===== src/rtl/scalar_multiply.sv =====
// scalar_multiply
//   Sequential vector-by-scalar multiplier. Each element of a MAX_NEURONS-wide
//   vector of signed 32-bit integers is multiplied by a signed 32-bit scalar,
//   LANES elements per clock. Products are either clamped to the signed 32-bit
//   range (SATURATE=1) or wrapped to their low 32 bits (SATURATE=0).
//   Partial results build up in a shadow vector. The visible output is loaded
//   only on the completion edge, which is also when valid pulses.
//
// Parameters
//   LANES     elements multiplied per clock; must divide MAX_NEURONS
//   SATURATE  1: clamp products to signed 32-bit, 0: keep low 32 bits
//
// Ports
//   CLK      in   rising-edge clock
//   RST_N    in   synchronous active-low reset
//   vector1  in   operand vector, latched when a start is accepted
//   scalar   in   signed multiplier, latched when a start is accepted
//   start    in   request; accepted only in IDLE
//   busy     out  high in RUN and DONE
//   valid    out  one-cycle pulse when out holds a new result
//   out      out  registered result vector
//
// state | meaning
// ------+--------------------------------------------------------------
// IDLE  | waiting for start; operands are latched on the accepting edge
// RUN   | one chunk of LANES products written into shadow per edge
// DONE  | result visible on out, valid high for this single cycle

`ifndef MAX_NEURONS
`define MAX_NEURONS 8
`endif

module scalar_multiply #(
  parameter int LANES    = 1,
  parameter bit SATURATE = 1'b1
) (
  input  logic                          CLK,
  input  logic                          RST_N,
  input  logic [`MAX_NEURONS-1:0][31:0] vector1,
  input  logic signed [31:0]            scalar,
  input  logic                          start,
  output logic                          busy,
  output logic                          valid,
  output logic [`MAX_NEURONS-1:0][31:0] out
);

  localparam int NN = `MAX_NEURONS;
  localparam int AW = (NN > 1) ? $clog2(NN) : 1;
  localparam logic [AW-1:0] LAST_IDX  = AW'(NN - LANES);
  localparam logic [AW-1:0] LANE_STEP = AW'(LANES);

  if (LANES < 1 || (NN % LANES) != 0) begin : g_bad_lanes
    $error("scalar_multiply: LANES must be a positive divisor of MAX_NEURONS");
  end

  typedef enum logic [1:0] {
    IDLE = 2'd0,
    RUN  = 2'd1,
    DONE = 2'd2
  } state_t;

  state_t state;
  state_t state_nxt;

  logic [NN-1:0][31:0] vec_q;
  logic [NN-1:0][31:0] shadow;
  logic [NN-1:0][31:0] shadow_nxt;
  logic signed [31:0]  scl_q;
  logic [AW-1:0]       idx;
  logic                last_chunk;
  logic signed [63:0]  prod;

  function automatic logic [31:0] clamp(input logic signed [63:0] p);
    if (SATURATE) begin
      if (p > 64'sd2147483647) return 32'h7FFF_FFFF;
      if (p < -64'sd2147483648) return 32'h8000_0000;
    end
    return p[31:0];
  endfunction

  assign last_chunk = (idx == LAST_IDX);
  assign busy       = (state != IDLE);

  // Shadow with the current chunk merged in; feeds both shadow and, on the
  // last chunk, out, so the final chunk is visible on the completion edge.
  always_comb begin
    shadow_nxt = shadow;
    prod       = '0;
    for (int k = 0; k < LANES; k++) begin
      prod = 64'($signed(vec_q[idx + AW'(k)])) * 64'(scl_q);
      shadow_nxt[idx + AW'(k)] = clamp(prod);
    end
  end

  always_comb begin
    state_nxt = state;
    case (state)
      IDLE:    if (start) state_nxt = RUN;
      RUN:     if (last_chunk) state_nxt = DONE;
      DONE:    state_nxt = IDLE;
      default: state_nxt = IDLE;
    endcase
  end

  always_ff @(posedge CLK) begin
    if (!RST_N) begin
      state <= IDLE;
    end else begin
      state <= state_nxt;
    end
  end

  always_ff @(posedge CLK) begin
    if (!RST_N) begin
      idx    <= '0;
      valid  <= 1'b0;
      out    <= '0;
      shadow <= '0;
      vec_q  <= '0;
      scl_q  <= '0;
    end else begin
      valid <= 1'b0;
      case (state)
        IDLE: begin
          if (start) begin
            vec_q <= vector1;
            scl_q <= scalar;
            idx   <= '0;
          end
        end
        RUN: begin
          shadow <= shadow_nxt;
          if (last_chunk) begin
            out   <= shadow_nxt;
            valid <= 1'b1;
            idx   <= '0;
          end else begin
            idx <= idx + LANE_STEP;
          end
        end
        default: ;
      endcase
    end
  end

endmodule


===== config.mk =====
export PLATFORM = sky130hd
export DESIGN_NAME = scalar_multiply
export DESIGN_NICKNAME = d
export VERILOG_FILES = /design/src/rtl/scalar_multiply.sv
export SDC_FILE = /design/constraint.sdc
export NUM_CORES = 2
export LEC_CHECK = 0
export BUFFER_PORTS_ARGS = -buffer_cell sky130_fd_sc_hd__buf_2
export CORE_UTILIZATION = 56
export CTS_CLUSTER_SIZE = 40
export DETAILED_ROUTE_END_ITERATION = 12
export PLACE_DENSITY = 0.88
export SLEW_MARGIN = 20
export SYNTH_ARGS = -nofsm -noshare
export SYNTH_HDL_FRONTEND = slang
export SYNTH_SLANG_ARGS = --single-unit

===== constraint.sdc =====
create_clock -name CLK -period 9.5 [get_ports CLK]
set_input_delay 0.95 -clock CLK [delete_from_list [all_inputs] [get_ports CLK]]
set_output_delay 0.95 -clock CLK [all_outputs]
set_load 0.02 [all_outputs]

---- Yosys cells after proc, flatten, opt, wreduce, memory -nomap -nowiden ----
Index checks and enable logic that the tools add are counted.
word-level totals
  logic and storage cells ................. 66
  output and inout bits ................... 258
  bits in registers ....................... 806
  input port bits ......................... 291
cells by class
  $lt $le $gt $ge ......................... 4
  multiply operators ...................... 1
  reduce and logical (&&, ||, !) cells .... 9
  multiplexer cells ....................... 19
  add/sub/neg operators ................... 1
  eq/ne operators ......................... 4
operators with widths
  kind                    count
  $bwmux W256             1
  $mux W32                6
  $bmux W32 S3            1
  $demux W32 S3           1
  $gt A64 B32 Y1 const B  1
  $lt A64 B32 Y1 const B  1
  $mul A32 B32 Y64        1
  $reduce_and A2 Y1       5
  $mux W3                 2
  $pmux W3 S2             1
  $lt A3 B4 Y1 const B    1
  $mux W1                 4
  $mux W2                 2
  $ne A2 B2 Y1 const B    2
  $pmux W2 S2             1
  $reduce_bool A2 Y1      2
  $add A3 B1 Y3 const B   1
  $eq A3 B3 Y1 const B    1
  $ge A3 B1 Y1 const B    1
  $eq A2 B1 Y1 const B    1
  $logic_not A2 Y1        1
  $logic_and A1 B1 Y1     1

---- Depth between registers and ports, before layout ----
  depth in word-level cells ............... 9
  mapped depth ............................ 43
  mapped depth without buffers ............ 34

---- Worst setup path after synthesis ----
Ideal clock, no wire load.
  path kind ............................... register -> register
  start point ............................. register idx[2]
  end point ............................... register shadow[126] (netlist bit)
  setup slack ............................. -0.963 ns
  buffers on the path ..................... 6
  cell stages (with the launch flop) ...... 37
  arrival ................................. 10.334 ns
  clock period less this slack ............ 10.463 ns
  path through ............................ dfxtp_1 clkbuf_1 nor3b_1 a22oi_1 nand4_1 clkbuf_1 nand2_1 inv_1 fa_1 fa_1 fa_1 inv_1 fa_1 inv_1 fa_1 fa_1 inv_1 fa_1 inv_1 fa_1 ha_1 clkbuf_1 and4_1 and4_1 nand3_1 o211a_1 a31o_2 o21a_1 xor2_1 or4bb_1 nor4_1 a41oi_1 buf_2 clkbuf_1 buf_2 nor2_2 a21oi_1
on the way
  cells in the longest elaborated chain, start to end .. 8
RTL lines
  element                                           line    source
  from (decl)                                       69      logic [AW-1:0] idx;
  from (signal assigned)                            138     idx <= idx + LANE_STEP;
  $bmux W32 S3                                      90      prod = 64'($signed(vec_q[idx + AW'(k)])) * 64'(scl_q);
  $mux W32 (not written as such)                    90
  $mul A32 B32 Y64                                  90
  $lt A64 B32 Y1 or $gt A64 B32 Y1 (tied branches)  76, 75
  $mux W32, or another cell as far along            76      if (p < -64'sd2147483648) return 32'h8000_0000;
  $mux W32 or $mux W1 (tied branches)               76
  $mux W32                                          78      return p[31:0];
  $bwmux W256 *                                     91      shadow_nxt[idx + AW'(k)] = clamp(prod);
  to (signal assigned)                              132     shadow <= shadow_nxt;
  to (decl)                                         66      logic [NN-1:0][31:0] shadow;
Every way passes the cells marked *; elsewhere a longest branch is shown, timed or not. The select of a mux whose other input is x is not followed.
A chain may end at the register's enable or synchronous reset.

---- Worst setup path after layout ----
  start point ............................. register idx[1]
  end point ............................... register out[50] (netlist bit)
on the way
  cells in the longest elaborated chain, start to end .. 8
RTL lines
  element                                           line    source
  $bmux W32 S3                                      90
  $mux W32 (not written as such)                    90
  $mul A32 B32 Y64                                  90
  $lt A64 B32 Y1 or $gt A64 B32 Y1 (tied branches)  76, 75
  $mux W32, or another cell as far along            76
  $mux W32 or $mux W1 (tied branches)               76
  $mux W32                                          78
  $bwmux W256                                       91
  to (signal assigned)                              134     out <= shadow_nxt;
  to (decl)                                         44      output logic [`MAX_NEURONS-1:0][31:0] out
Several ways; a longest one is shown, not always the timed one. The select of a mux whose other input is x is not followed.

==> metrics.txt <==
number of I/O port buffers 548; Slew headroom 8.62%; Critical Path Start Type flop; Num Clock Sinks 806; Die Height roughly 350 um; post-synthesis mux area share 0.180%; Starting DRT DRC Count 10000; Main synth FF type dfxtp_1; Critical Path Most Common Cell buf_4; max-slew violations 0; largest net degree at the start of global routing 288; largest family of logic cells by synthesized area adder cells; status finished, violations left; Final Skew roughly 0.08 ns; Synth area leader fa_1; WL per Instance 24.5 um; internal power 8.64 mW; Clock Path Buffers 3; GPL Wtd Cong 0.997; Leak Pwr 37.8 nW; area share of the largest cell type after synthesis 31.2%; CTS Root Cell clkbuf_16; TritonCTS clock tree done; Async S/R FF share, synth 0%; fin crit share 109%; Synth warnings 0; Sw Share 43.3%; Fin. Hold Viols 0; NetSw 6.60 mW; half-perimeter wire length after detailed placement 175000 um; H-tree depth 3; CP peak stage delay 0.67 ns; Synth Area in Simple Gates 15.4%; layout cell share with drive strength beyond 1 20.2%; vias in the first global route approximately 66000; Worst EP required ~10 ns; Placed Cells 10200; post-synthesis adder-cell area fraction 34.6%; maximum fanout along the worst path 19; Synth area leaders fa_1 31%, dfxtp_1 23%, nand2_1 7.7%; Finished Layout Cells 10500; synth unique cells 78; DRC viols 0; final setup margin -0.815 ns; Post-Synth XOR/XNOR Area 0.719%; Hold Buf Count CTS 0; Mapped Area 0.0694 mm2; first-pass GRT wire length 367000 um; Die ar. 0.125 mm2; core area ~0.12 mm2; die width 354 um; vias per cell 6.29; Post-Syn Area per Cell 8.65 um2; # IOs ~550; crit path kind reg2reg; fin util 68.8%; CP max-delay cell fa_2; Cells after Synth 8023; Post-DRT Antenna Nets 0; Seq pwr share 23.6%; most frequent cells after synthesis 1428 x nand2_1, 1082 x fa_1, 943 x inv_1; failing checks setup timing; Gate power share 53.9%; Tightest Pin Transition roughly 1.4 ns; Clock Latency Late Sink 0.75 ns; Fillers approximately 8400; count of final setup violators between 500 and 600; gr ovfl total 0; worst min path class reg2reg; fin crit period 10.31 ns; Critical Path End Type flop; clock power share between 20 and 25%; MaxCap Viol Count 0; total length of routed wires 257000 um; unrepaired setup endpoints after global routing yes; P per Cell Area 181 mW/mm2; row count 128; Worst VDD drop 0.000191 V; Net Count, Synth 9582; CTS Buf Count 83; flop and latch count out of synthesis 806; Initial Utilization 56.7%; Detailed Routing Iterations Pass 1 10; Max Freq 96.9 MHz; GRT Util Overall 37.3%; EDFF count, synth 0; Layout Nets around 10000; top-count cell post-synth nand2_1; compound-cell area share of the yosys netlist 17.3%; initial antenna violation count 22; Area Overhead vs Synth 21.2%; Vias between 60000 and 70000; CTS clk-pin slew, worst paths 0.07 ns; register area share after synthesis 23.2%; Arrival @ worst endpoint 10.95 ns
## routing by layer
layer | global-route usage [%] | wire, um | vias up | share of wire [%]
met5 | 0 | 128 | - | 0.050
met4 | 24.2 | 23500 | 20 | 9.1
met3 | 9.38 | 35800 | 1639 | 14
met2 | 57.8 | 113000 | 5482 | 44
met1 | 46.6 | 84900 | 31800 | 33
li1 | - | - | 27200 | -
## area by class of cell
type                       count  area, um2  share of cell area (%)
antenna                        7       17.5                  0.0208
clock buffer                 114       2320                    2.76
clock inverter                36        493                   0.586
inverter                     943       3550                    4.22
multi-input combinational   5654      48800                    58.0
sequential                   806      16100                    19.2
tap                         1625       2030                    2.42
timing repair buffer        1323      10800                    12.8
## timing repair
action                                  CTS  global route
endpoints found under the setup margin  512           512
cloned                                    1            41
setup buffers                             7            80
pin swaps                                 8            93
gates resized for setup                  61           386
## cells in the final DEF, fill, tap and decap left out, types with 32 or more instances in the layout
| master | count |
|---|---|
| nand2_1 | 1421 |
| fa_1 | 1027 |
| inv_1 | 930 |
| dfxtp_1 | 803 |
| o21ai_0 | 641 |
| buf_4 | 575 |
| buf_2 | 549 |
| and2_1 | 505 |
| a21oi_1 | 415 |
| a21boi_0 | 382 |
| ha_1 | 170 |
| o21ai_1 | 136 |
| buf_12 | 114 |
| clkbuf_16 | 113 |
| nor3_1 | 107 |
| a22oi_1 | 97 |
| nor2_1 | 65 |
| fa_2 | 55 |
| nand4_1 | 51 |
| buf_6 | 41 |
| o211ai_1 | 36 |
| a21boi_1 | 36 |
| a22oi_2 | 33 |
| a21oi_2 | 33 |
| xnor2_1 | 32 |
## power groups by stage
stage / combinational (mW) / sequential, mW / clock, mW
after floorplan: 3.70 / 3.62 / 0
after global placement: 6.57 / 3.65 / 0
after detailed placement: 6.71 / 3.65 / 0
after CTS: 6.88 / 3.58 / 3.41
after global routing: 8.58 / 3.60 / 3.55
final: 8.22 / 3.60 / 3.42
## metrics by stage
stage	power (mW)	worst slack, ns	instance area, um2	setup TNS (ns)	hold slack, ns
6_report	15.2	-0.815	84100	-325.22	0.451
5_1_grt	15.7	-1.11	84100	-454.09	0.468
4_1_cts	13.9	-0.632	81200	-263.70	0.441
3_5_place_dp	10.4	-0.773	78200	-327.65	0.439
3_3_place_gp	10.2	-0.682	78200	-290.64	0.430
2_1_floorplan	7.32	-0.00516	69700	-0.0981	0.431
## worst paths after layout
kind | from | endpoint | slack [ns] | depth (start not counted)
hold reg to reg | out[140]$_SDFFE_PN0P_ | out[140]$_SDFFE_PN0P_ | 0.45 | 2
setup reg to reg | idx[1]$_SDFFE_PN0P_ | out[50]$_SDFFE_PN0P_ | -0.81 | 40
hold / removal | out[140]$_SDFFE_PN0P_ | out[140]$_SDFFE_PN0P_ | 0.45 | 2
setup / recovery | idx[1]$_SDFFE_PN0P_ | out[50]$_SDFFE_PN0P_ | -0.81 | 40
## worst max-delay path: cells and delay by family, from the launching register on
family | cells | cell delay [ns]
AO/OA/AOI/OAI | 8 | 1.56
adder cells (fa/ha/maj) | 9 | 4.41
buffers and inverters | 15 | 2.29
flip-flops | 1 | 0.44
AND/OR/NAND/NOR | 8 | 1.53
## cells by family after synthesis
| group | after synthesis |
|---|---|
| muxes | 12 |
| xor gates and xnor gates | 57 |
| adders and majority gates | 1268 |
| and+or+nand+nor | 2322 |
| DFF | 806 |
| buffers and inverters | 1563 |
| AOI/OAI and AO/OA | 1995 |
## registers in the layout (all words and copies together) (netlist names)
signal / flops
out: 256
valid: 1
state: 2
vec_q: 256
idx: 3
shadow: 256
scl_q: 32
(Power assumes the default switching activity.)
